==> src/rtl/demux_pkg.sv <==
// -----------------------------------------------------------------------------
// demux_pkg
// Shared constants for the 1:2 stream demultiplexer.
//   lane_e        : lane identifier (LANE_A = 0, LANE_B = 1)
//   DEF_WIDTH     : default data word width
//   DEF_CNT_W     : default per-lane accepted-word counter width
// -----------------------------------------------------------------------------
package demux_pkg;

   typedef enum logic {
      LANE_A = 1'b0,
      LANE_B = 1'b1
   } lane_e;

   localparam int DEF_WIDTH = 8;
   localparam int DEF_CNT_W = 8;

endpackage : demux_pkg

==> src/rtl/demux_lane_reg.sv <==
// -----------------------------------------------------------------------------
// demux_lane_reg
// One output lane of the demultiplexer: a single-entry data/valid holding
// register with its own accepted-word counter.
// Ports:
//   clk        in   system clock
//   rst        in   synchronous active-high reset
//   load       in   write data_in into the lane this cycle
//   data_in    in   word to load
//   ready_in   in   downstream consumer accepts the held word
//   data_out   out  held word
//   valid_out  out  lane holds a word
//   can_accept out  lane can take a new word this cycle (~valid | ready)
//   count      out  number of words loaded, wraps modulo 2^CNT_W
// -----------------------------------------------------------------------------
module demux_lane_reg
   import demux_pkg::*;
#(
   parameter int WIDTH = DEF_WIDTH,
   parameter int CNT_W = DEF_CNT_W
) (
   input  logic             clk,
   input  logic             rst,
   input  logic             load,
   input  logic [WIDTH-1:0] data_in,
   input  logic             ready_in,
   output logic [WIDTH-1:0] data_out,
   output logic             valid_out,
   output logic             can_accept,
   output logic [CNT_W-1:0] count
);

   logic [WIDTH-1:0] r_data;
   logic             r_valid;
   logic [CNT_W-1:0] r_count;

   always_ff @(posedge clk) begin
      if (rst) begin
         r_data  <= '0;
         r_valid <= 1'b0;
         r_count <= '0;
      end else if (load) begin
         // A load wins over a drain: the new word replaces the consumed one,
         // so a lane can sustain one word per cycle.
         r_data  <= data_in;
         r_valid <= 1'b1;
         r_count <= r_count + CNT_W'(1);
      end else if (ready_in) begin
         r_valid <= 1'b0;
      end
   end

   assign data_out   = r_data;
   assign valid_out  = r_valid;
   assign count      = r_count;
   assign can_accept = ~r_valid | ready_in;

endmodule : demux_lane_reg

==> src/rtl/onetotwo_demux_stream.sv <==
// -----------------------------------------------------------------------------
// onetotwo_demux_stream
// Registered 1:2 demultiplexer: routes one valid/ready stream onto lane A or
// lane B, chosen by S or by automatic A/B alternation (alt_en=1).
// Ports:
//   clk, rst                 clock, synchronous active-high reset
//   in_data/in_valid/in_ready input stream
//   S                         lane select when alt_en=0 (0=A, 1=B)
//   alt_en                    1 = alternate A, B, A, ... ; S ignored
//   A_data/A_valid/A_ready    lane A output stream
//   B_data/B_valid/B_ready    lane B output stream
//   next_lane                 lane the next accepted word goes to
//   cnt_a, cnt_b              per-lane accepted-word counters (wrapping)
// -----------------------------------------------------------------------------
module onetotwo_demux_stream
   import demux_pkg::*;
#(
   parameter int WIDTH = DEF_WIDTH,
   parameter int CNT_W = DEF_CNT_W
) (
   input  logic             clk,
   input  logic             rst,
   input  logic [WIDTH-1:0] in_data,
   input  logic             in_valid,
   output logic             in_ready,
   input  logic             S,
   input  logic             alt_en,
   output logic [WIDTH-1:0] A_data,
   output logic             A_valid,
   input  logic             A_ready,
   output logic [WIDTH-1:0] B_data,
   output logic             B_valid,
   input  logic             B_ready,
   output logic             next_lane,
   output logic [CNT_W-1:0] cnt_a,
   output logic [CNT_W-1:0] cnt_b
);

   logic  r_toggle;
   lane_e w_dest;
   logic  w_xfer;
   logic  w_load_a;
   logic  w_load_b;
   logic  w_can_a;
   logic  w_can_b;

   assign w_dest    = lane_e'(alt_en ? r_toggle : S);
   assign next_lane = w_dest;

   // Only the destination lane gates the input; a full idle lane never blocks.
   assign in_ready  = (w_dest == LANE_B) ? w_can_b : w_can_a;
   assign w_xfer    = in_valid & in_ready;
   assign w_load_a  = w_xfer & (w_dest == LANE_A);
   assign w_load_b  = w_xfer & (w_dest == LANE_B);

   // Toggle parks at 0 while alternation is off so the first word after
   // alt_en rises lands in lane A.
   always_ff @(posedge clk) begin
      if (rst) begin
         r_toggle <= 1'b0;
      end else if (!alt_en) begin
         r_toggle <= 1'b0;
      end else if (w_xfer) begin
         r_toggle <= ~r_toggle;
      end
   end

   demux_lane_reg #(
      .WIDTH (WIDTH),
      .CNT_W (CNT_W)
   ) u_lane_a (
      .clk        (clk),
      .rst        (rst),
      .load       (w_load_a),
      .data_in    (in_data),
      .ready_in   (A_ready),
      .data_out   (A_data),
      .valid_out  (A_valid),
      .can_accept (w_can_a),
      .count      (cnt_a)
   );

   demux_lane_reg #(
      .WIDTH (WIDTH),
      .CNT_W (CNT_W)
   ) u_lane_b (
      .clk        (clk),
      .rst        (rst),
      .load       (w_load_b),
      .data_in    (in_data),
      .ready_in   (B_ready),
      .data_out   (B_data),
      .valid_out  (B_valid),
      .can_accept (w_can_b),
      .count      (cnt_b)
   );

endmodule : onetotwo_demux_stream

==> config.mk <==
export PLATFORM = sky130hd
export DESIGN_NAME = onetotwo_demux_stream
export DESIGN_NICKNAME = d
export VERILOG_FILES = /design/src/rtl/demux_pkg.sv /design/src/rtl/demux_lane_reg.sv /design/src/rtl/onetotwo_demux_stream.sv
export SDC_FILE = /design/constraint.sdc
export NUM_CORES = 1
export LEC_CHECK = 0
export ABC_AREA = 1
export BUFFER_PORTS_ARGS = -buffer_cell sky130_fd_sc_hd__buf_4
export CORE_MARGIN = 2
export CORE_UTILIZATION = 44
export DETAILED_ROUTE_END_ITERATION = 10
export PLACE_DENSITY = 0.82
export SLEW_MARGIN = 20
export SYNTH_ARGS = -nofsm -noshare
export SYNTH_HDL_FRONTEND = slang
export SYNTH_SLANG_ARGS = --single-unit
==> constraint.sdc <==
create_clock -name clk -period 1.2 [get_ports clk]
set_clock_uncertainty 0.15 [all_clocks]
set_input_delay 0.12 -clock clk [delete_from_list [all_inputs] [get_ports clk]]
set_output_delay 0.12 -clock clk [all_outputs]
set_load 0.05 [all_outputs]
==> results of run 1 <==
cells in the mapped netlist:
cell type / count / area, um2
a21oi_1: 22 / 110
a21oi_2: 2 / 17.5
buf_2: 1 / 5.00
buf_4: 1 / 7.51
buf_6: 3 / 33.8
clkbuf_1: 2 / 7.51
clkinv_2: 1 / 5.00
dfxtp_1: 35 / 701
ha_1: 2 / 25.0
inv_1: 11 / 41.3
inv_2: 1 / 3.75
nand2_1: 59 / 221
nand2_2: 3 / 18.8
nand3_1: 8 / 40.0
nand3_2: 2 / 20.0
nand3_4: 1 / 17.5
nand3b_1: 1 / 7.51
nand4_1: 1 / 6.26
nor2_1: 30 / 113
nor2_4: 1 / 11.3
nor3_1: 2 / 10.0
o21ai_0: 11 / 55.1
xnor2_1: 4 / 35.0
xor2_1: 2 / 17.5
tightest hold or removal path, cell delays in order:
cell and delay, ns:
buf_4 0.07, inv_1 0.05, nand2_4 0.08, a21oi_2 0.06
placed cells by master (no fill, tap or decap), types with 3 or more instances in the layout:
master / instances
nor2_2: 4
dfxtp_2: 14
nor2_1: 25
a21oi_1: 13
dfxtp_4: 14
buf_6: 35
dlygate4sd3_1: 10
nand3_1: 5
a21oi_2: 11
nand2_1: 47
nand3_4: 4
nand2_4: 9
buf_4: 34
buf_8: 7
clkbuf_4: 5
nand3_2: 3
nand2_2: 6
inv_1: 9
dfxtp_1: 7
o21ai_2: 9
xnor2_1: 3
through the flow:
stage	instances	power (mW)	utilization (%)	hold WS (ns)	cell area (um2)
final	342	2.74	84.0	-0.0828	2800
after global routing	342	2.82	84.0	-0.0588	2800
after CTS	337	2.62	76.5	-0.0909	2550
after detailed placement	309	1.84	64.1	0.191	2140
after global placement	309	1.83	64.1	0.184	2140
after floorplan	206	1.65	-	0.0858	1650
worst paths after layout:
kind	to	from	depth (start not counted)
worst max-delay path	next_lane	r_toggle	6
worst min-delay path	u_lane_a.valid_out	A_ready	4
worst max register to register	u_lane_a.data_out[7]	r_toggle	9
worst min register to register	u_lane_a.data_out[1]	u_lane_a.data_out[1]	2
per-layer routing:
| layer | up-vias | GRT usage [%] | share of wire (%) |
|---|---|---|---|
| met5 | - | 0 | 0 |
| met4 | 0 | 10.0 | 1.4 |
| met3 | 9 | 4.86 | 5.7 |
| met2 | 67 | 42.0 | 52 |
| met1 | 839 | 30.5 | 41 |
| li1 | 841 | - | - |
flip-flops by register name, summed over array words and instances, names as in the netlist:
register            cells
u_lane_a.count          8
u_lane_a.data_out       8
u_lane_b.count          8
u_lane_b.data_out       8
r_toggle                1
u_lane_a.valid_out      1
u_lane_b.valid_out      1
power breakdown:
part | switching (mW) | internal (mW)
Clock | 0.405 | 0.284
Sequential | 0.0537 | 1.20
Combinational | 0.468 | 0.330
logic make-up after synthesis:
group / Yosys count / synth area share [%]
compound gates: 35 / 11.9
buf+inv: 20 / 6.79
simple gates: 108 / 30.4
xor+xnor: 6 / 3.43
fa+ha+maj: 2 / 1.64
flops: 35 / 45.8
final cells by class:
type	instances	area, um2
clock buffers	7	55.1
flip-flops and latches	35	771
multi-input cells	152	953
clock inverters	1	5.00
well taps	46	57.6
repair buffers	88	900
inverters	13	60.1
fillers	183	536
repair_timing:
action	in CTS	in global routing
hold endpoints to repair	18	1
pin swaps	24	19
gates cloned	2	0
setup buffers	8	6
setup endpoints to repair	45	60
gates resized for setup	51	67
==> results.md, run 1 <==
Status:
- The run finished, with violations left.
- The final reports fail on negative hold slack, negative setup slack.

CTS:
- The tree built by TritonCTS fans out to 35 sinks.
- CTS placed an instance of clkbuf_4 at the clock tree root.
- After clock tree synthesis, the clock-pin slew on the worst setup and hold paths is ~0.11 ns.
- The number of levels the H-tree was split into is 2.
- No sink is reached through more buffers than the 2 on the longest clock path.
- Buffers inserted during clock tree synthesis total 5.
- The count of hold-fix buffers inserted at cts is 10.
- TritonCTS built the clock tree.
- For the worst-skew pair, the clock arrives at the later sink with an insertion delay of ~0.35 ns.

Synth:
- The synthesized netlist cell count is 206.
- The post-synthesis cell type count is 24.
- The sequential area share after synthesis is 45.8%.
- After synthesis the netlist holds a flip-flop and latch count of 35.
- The total nets after synthesis is 223.
- The number of warning messages in the yosys log is 0.
- After synthesis the cells add up to between 1500 and 2000 um2.
- Averaged over all synthesized cells, the footprint is 7.43 um2.

Setup path:
- The dominant delay contributor by cell family on the critical path is buffers and inverters.
- STA classifies the critical path endpoint as an output port.
- The signal on the critical path passes through inv_2 -> nand2_4 -> nand2_4 -> clkinvlp_4 -> buf_6 -> buf_8.
- The setup path with the least slack is of type flip-flop to output port.
- The nature of the critical path startpoint is a flip-flop.
- The largest stage delay on the critical path is between 0.3 and 0.4 ns.
- The largest driver fanout on the critical path is 3.
- The required time reported for the critical path endpoint is 0.93 ns.
- The data arrival at the endpoint of the critical path is 1.27 ns.
- The number of buffers and inverters on the critical path is 4.
- By instance count, the cell type seen most on the critical path is nand2_4.
- Among all stages on the critical path, the largest delay is contributed by dfxtp_2.
- The register-to-register path setup slack is -0.34 ns.

Floorplan:
- The floorplan step set the die height to 63.0 um.
- Pin placement for this block handled 51 I/O pins.
- For this configuration, the core starts out at a cell density of between 40 and 50%.
- The total die area is 3970 um2.
- The floorplan has 21 rows.
- The core region is 3340 um2.
- The overall die width is 63.0 um.

Timing:
- The minimum setup slack in the final design is -0.345 ns.
- The number of max-slew violations in the final report came to 0.
- The count of final hold-check violations is 1.
- Headroom to the max-slew limit came out at 62.8%.
- Setup repair after global routing could not meet its margin everywhere.
- The post-route fraction of the period consumed by the critical path is 129%.
- The worst hold slack is -0.0828 ns.
- The smallest clock period supported by the final layout is computed as 1.54 ns.
- The transition time at the pin with the least slew margin is 0.557 ns.
- Setup violations remaining at the end of the flow were counted as 42.
- The setup TNS is -10.09 ns.
- The achievable frequency is 647 MHz.

Detailed routing:
- The remaining number of nets flagged by the antenna check after routing is 0.
- Dividing the detail-routed wire length by the instance count gives between 15 and 20 um.
- The first-pass iteration count of the detailed router is 4.
- The DRC violations left is 0.
- The routed wire length is 5390 um.
- The number of vias per cell after detailed routing is 5.13.
- The detailed router placed 1,756 vias in this run.
- The violation count after the first detailed-routing iteration is 99.

Global route:
- Entering global routing, the biggest net connects 22 pins.
- The total routing usage reported by global routing is 24.7%.
- The first global-routing pass estimated between 7000 and 8000 um of wire.
- The number of global-route vias before repair is 1,691.
- The number of antenna violations at the first check in global routing came to 0.
- Summed over all layers, the global routing overflow is 0.

Pwr:
- The total leakage power is 1.22 nW.
- Across the VDD grid, the largest voltage drop is 0.991 mV.
- In this run the power density over the cells is about 980 nW/um2.

Place:
- The routability-driven placement congestion ratio is 0.888.
- The pre-CTS worst setup slack is -0.115 ns.
- The number of port buffers is 50.
- The post-detailed-placement half-perimeter wirelength is between 2000 and 3000 um.

Job:
- Max-cap violations in this run came to 0.

Hold path:
- The class of the worst hold path is primary input to flip-flop.

Final layout:
- The number of antenna cells inserted is 0.
- From synthesis to final layout, the design area changed by 83.1%.
- The final layout contains 312 nets.
- Of the cells placed in the final design, the portion with a size suffix greater than 1 is 56.4%.
(Power assumes the default switching activity.)
==> run 2: changes to the inputs <==
--- a/config.mk
+++ b/config.mk
@@ -8,10 +8,11 @@
 export ABC_AREA = 1
 export BUFFER_PORTS_ARGS = -buffer_cell sky130_fd_sc_hd__buf_4
 export CORE_MARGIN = 2
-export CORE_UTILIZATION = 44
+export CORE_UTILIZATION = 43
 export DETAILED_ROUTE_END_ITERATION = 10
-export PLACE_DENSITY = 0.82
+export PLACE_DENSITY = 0.81
 export SLEW_MARGIN = 20
 export SYNTH_ARGS = -nofsm -noshare
 export SYNTH_HDL_FRONTEND = slang
+export SYNTH_HIERARCHICAL = 1
 export SYNTH_SLANG_ARGS = --single-unit
==> constraint.sdc (replaced) <==
create_clock -name clk -period 1.2 [get_ports clk]
set_clock_uncertainty 0.15 [all_clocks]
set_input_delay 0.12 -clock clk [delete_from_list [all_inputs] [get_ports clk]]
set_output_delay 0.12 -clock clk [all_outputs]
set_load 0.005 [all_outputs]
==> run 2 against run 1 <==
Effect of this change: the flow finishes with violations (negative setup slack); clock power grew 26%; first-iteration DRC count shrank 26%; cell area shrank 12%; worst hold slack gained 0.088 ns; combinational power shrank 30%; non-clock buffer count shrank 2; routed wire length shrank 10%; cell count shrank 2.0%; worst setup slack lost 0.083 ns; critical path type is now flip-flop to flip-flop; critical endpoint is now u_lane_a/count[7]; largest power group unchanged; highest routed layer unchanged.
==> results.md, run 2 <==
Synth:
- The number of nets handed over by synthesis was 217.
- The register bit count reported by yosys is 35.
- The biggest area consumer among synthesized cells is dfxtp_1.
- For this run, the leading register cell type out of synthesis is dfxtp_1.
- Sorting the synthesized cells by how often they occur yields 51 x nor2_1, 35 x dfxtp_1, 35 x nand2_1.
- Sequential elements use 49.0% of the synthesized area.
- The synthesized netlist occupies a cell area of 1430 um2.
- The post-synthesis cell type count is 17.
- The synthesized design contains 0 enable-type register cells.
- Counting every instance in the synthesized netlist gives 200.
- The number of warning messages in the yosys log is 6.
- The average size of a mapped cell is 7.16 um2.
- In the post-synthesis netlist, the biggest area contributors are dfxtp_1 49%, nor2_1 13%, nand2_1 9.2%, o21ai_0 7.0%, a21oi_1 4.9%.
- In the post-synthesis netlist, the cell with the most instances is nor2_1.
- After synthesis, the largest area contributor takes up 49.0% of total cell area.
- The async set-or-reset flop fraction in the synthesized netlist is 0%.

Final layout:
- After routing the design area is roughly 2500 um2.
- In the layout the commonest cells are 58 x buf_4, 46 x nor2_1, 27 x nand2_1, 26 x dfxtp_1, 16 x buf_6.
- The area growth from synthesis to layout is 72.3%.
- The number of antenna cells inserted is 0.
- The footprint of the multi-input gates is 767 um2.
- Counting the fill cells in the layout gives 216.
- The library cell used most frequently in the layout, excluding fill and tap cells, is buf_4.
- Of the cells placed in the final design, the portion with a size suffix greater than 1 is 46.0%.
- In the final layout, flip-flops and latches occupy 712 um2.
- The net total in the final layout is 307.

CTS:
- The TritonCTS buffer count is 5.
- In this run, post-CTS hold repair placed 10 buffers.
- The number of levels the H-tree was split into is 2.
- Counting every sink on the clock net gives 35.
- The later-pin clock latency in the skew report is 0.35 ns.
- The clock root buffer is clkbuf_4.
- The clock-pin transition on the worst setup and hold timing paths is 0.12 ns.
- The maximum count of clock buffers along a single path is 2.
- TritonCTS built the clock tree.

Timing:
- The minimum setup slack in the final design is -0.428 ns.
- Setup repair after global routing could not meet its margin everywhere.
- The relative slew slack is around three quarters.
- The post-route minimum period is 1.63 ns.
- Timing would allow up to 614 MHz.
- Setup violations remaining at the end of the flow were counted as 37.
- The tightest hold path in the finished design has a slack of about 0.0052 ns.
- At the pin with the least slew margin, the transition time is 0.360 ns.
- The post-route fraction of the period consumed by the critical path is 136%.
- The number of max-slew violations in the final report is 0.
- The count of final hold-check violations is 0.

Setup path:
- The startpoint of the lowest-slack register-to-register path is r_toggle.
- The slowest stage of the critical path belongs to the cell dfxtp_2.
- The largest driver fanout on the critical path is 6.
- The required time reported for the critical path endpoint is 1.32 ns.
- At the worst endpoint, the arrival time is 1.74 ns.
- STA classifies the critical path endpoint as a flip-flop.
- The cell repeated most along the worst path is nand2_2.
- STA classifies the critical path startpoint as a flip-flop.
- The number of buffers and inverters on the critical path is 1.
- The dominant delay contributor by cell family on the critical path is simple AND/OR/NAND/NOR gates.
- The critical path start-end classification is flip-flop to flip-flop.
- The critical path goes through inv_2 -> nand2_2 -> nand2_2 -> nand2_1 -> nor2_4 -> nand2_2 -> nor2_4 -> nand3_1 -> nand2_1 -> nor2_1.
- The number of cells on the worst reg-to-reg path is 10.
- The largest stage delay on the critical path is between 0.3 and 0.4 ns.
- The setup check on the worst reg-to-reg path leaves a slack of -0.43 ns.
- The end of the worst register-to-register path is u_lane_a/count[7].

Floorplan:
- In this run the horizontal extent of the chip is between 60 and 70 um.
- The number of placed I/O pins is a little over 50.
- The effective utilization at floorplan is between 40% and 50%.
- Measured along the y axis, the die boundary spans between 60 and 70 um.
- The total die area is 3810 um2.
- In this run the core area contains 20 standard-cell rows.
- The core footprint is 3100 um2.

Hold path:
- The endpoint of the worst hold-timing path is u_lane_a/valid_out.
- The tightest min-delay check is of the primary input to flip-flop type.
- The number of cells on the worst hold path is 4.
- The worst hold path begins at A_ready.

Global route:
- The met3 capacity usage during global routing is slightly above 8%.
- The total routing usage reported by global routing is 24.6%.
- The most used routing layer in global routing is met2.
- The met2 capacity usage during global routing is 40.9%.
- The routing usage on met1 is 26.5%.
- The number of global-route vias before repair is 1,509.
- The number of antenna violations at the first check in global routing is 0.
- The global-route congestion overflow total is 0.
- The first-pass GRT wire length is 6620 um.
- The pin count of the biggest net entering global routing is 16.

Detailed routing:
- The total vias in the final route is 1,673.
- After detailed routing, the average wire length per cell comes to 14.5 um.
- In this run, the number of DRC markers left after iteration 0 of detailed routing was 73.
- The remaining number of nets flagged by the antenna check after routing is 0.
- Wires add up to 4850 um.
- After detailed routing, the number of remaining DRC violations is 0.
- The number of vias per cell after detailed routing is 4.99.
- The first-pass iteration count of the detailed router is 4.

Pwr:
- Power comes to 2.70 mW.
- The total power density per cell area is 1090 nW/um2.
- The peak supply drop is 0.935 mV.
- Summed over all cells, the static leakage comes to 1.14 nW.

Status:
- The run finished, with violations left.
- The checks that failed: negative setup slack.

Place:
- The routability-driven placement congestion ratio is 0.828.
- Summed over all nets, the half-perimeter wirelength after detailed placement is 2600 um.
- In this run the tool buffered the top-level ports with 50 buffer cells.
- Once placement finished, the instance area stood at 2040 um2.

Job:
- The number of max-capacitance violations reported is 0.
-- run 2: changes by cell type in the layout (fill, tap and decap cells not counted), moves of 5 or more --
| cell | before | now |
|---|---|---|
| nor2_1 | 25 | 46 |
| dfxtp_2 | 14 | 9 |
| inv_1 | 9 | 14 |
| o21ai_0 | 1 | 11 |
| a21oi_2 | 11 | 3 |
| buf_4 | 34 | 58 |
| dfxtp_1 | 7 | 26 |
| nand2_4 | 9 | 2 |
| buf_6 | 35 | 16 |
| buf_8 | 7 | 1 |
| nand2_1 | 47 | 27 |
| dfxtp_4 | 14 | 0 |
-- run 2: layout make-up --
class,count,share of cell area [%]
sequential,35,28.9
clock inverter,3,1.78
clock buffer,5,1.52
multi-input combinational,142,31.1
tap,44,2.23
inverter,19,3.70
timing repair buffer,86,30.4
timing repair inverter,1,0.355
-- run 2: tightest hold or removal path, stage by stage --
cell and delay (ns):
buf_4 0.08, inv_1 0.03, nand2_1 0.15, a21oi_1 0.09
-- run 2: kinds of logic after synthesis --
logic type,share of synthesized area (%)
buffers and inverters,6.38
AOI/OAI and AO/OA,11.9
DFF,49.0
and+or+nand+nor,31.0
adders and majority gates,1.75
-- run 2: power by group --
group          internal (mW)  switching, mW  total, mW
Clock                  0.438          0.432      0.870
Sequential              1.22         0.0428       1.27
Combinational          0.300          0.260      0.560
-- run 2: how the worst max path moves through the flow --
stage	from	endpoint	slack, ns	cells past startpoint
6_report	r_toggle	u_lane_a/count[7]	-0.43	10
5_1_grt	r_toggle	u_lane_a/count[5]	-0.50	10
4_1_cts	r_toggle	in_ready	-0.31	8
3_5_place_dp	r_toggle	u_lane_b/data_out[3]	-0.33	9
3_3_place_gp	r_toggle	u_lane_b/data_out[4]	-0.26	9
2_1_floorplan	r_toggle	u_lane_b/count[7]	-0.18	11
-- run 2: through the flow --
stage          TNS, ns  util (%)  cells  setup WS [ns]
6_report        -13.02      79.5    335         -0.428
5_1_grt         -15.81      79.5    335         -0.500
4_1_cts          -7.71      76.3    330         -0.306
3_5_place_dp     -8.31      65.6    308         -0.326
3_3_place_gp     -6.79      65.6    308         -0.259
2_1_floorplan    -3.98         -    200         -0.182
-- run 2: metal layers --
layer / share of wire [%] / wire length, um / vias up
li1: - / - / 818
met1: 38 / 1840 / 768
met2: 52 / 2520 / 66
met3: 5.3 / 258 / 21
met4: 4.6 / 221 / 0
met5: 0 / 0 / -
-- run 2: repair_timing --
action	4_1_cts	5_1_grt
resized for setup	45	18
gates cloned	0	1
setup buffers	10	5
endpoints found under the setup margin	43	44
hold endpoints to repair	21	1
pin swaps	18	20
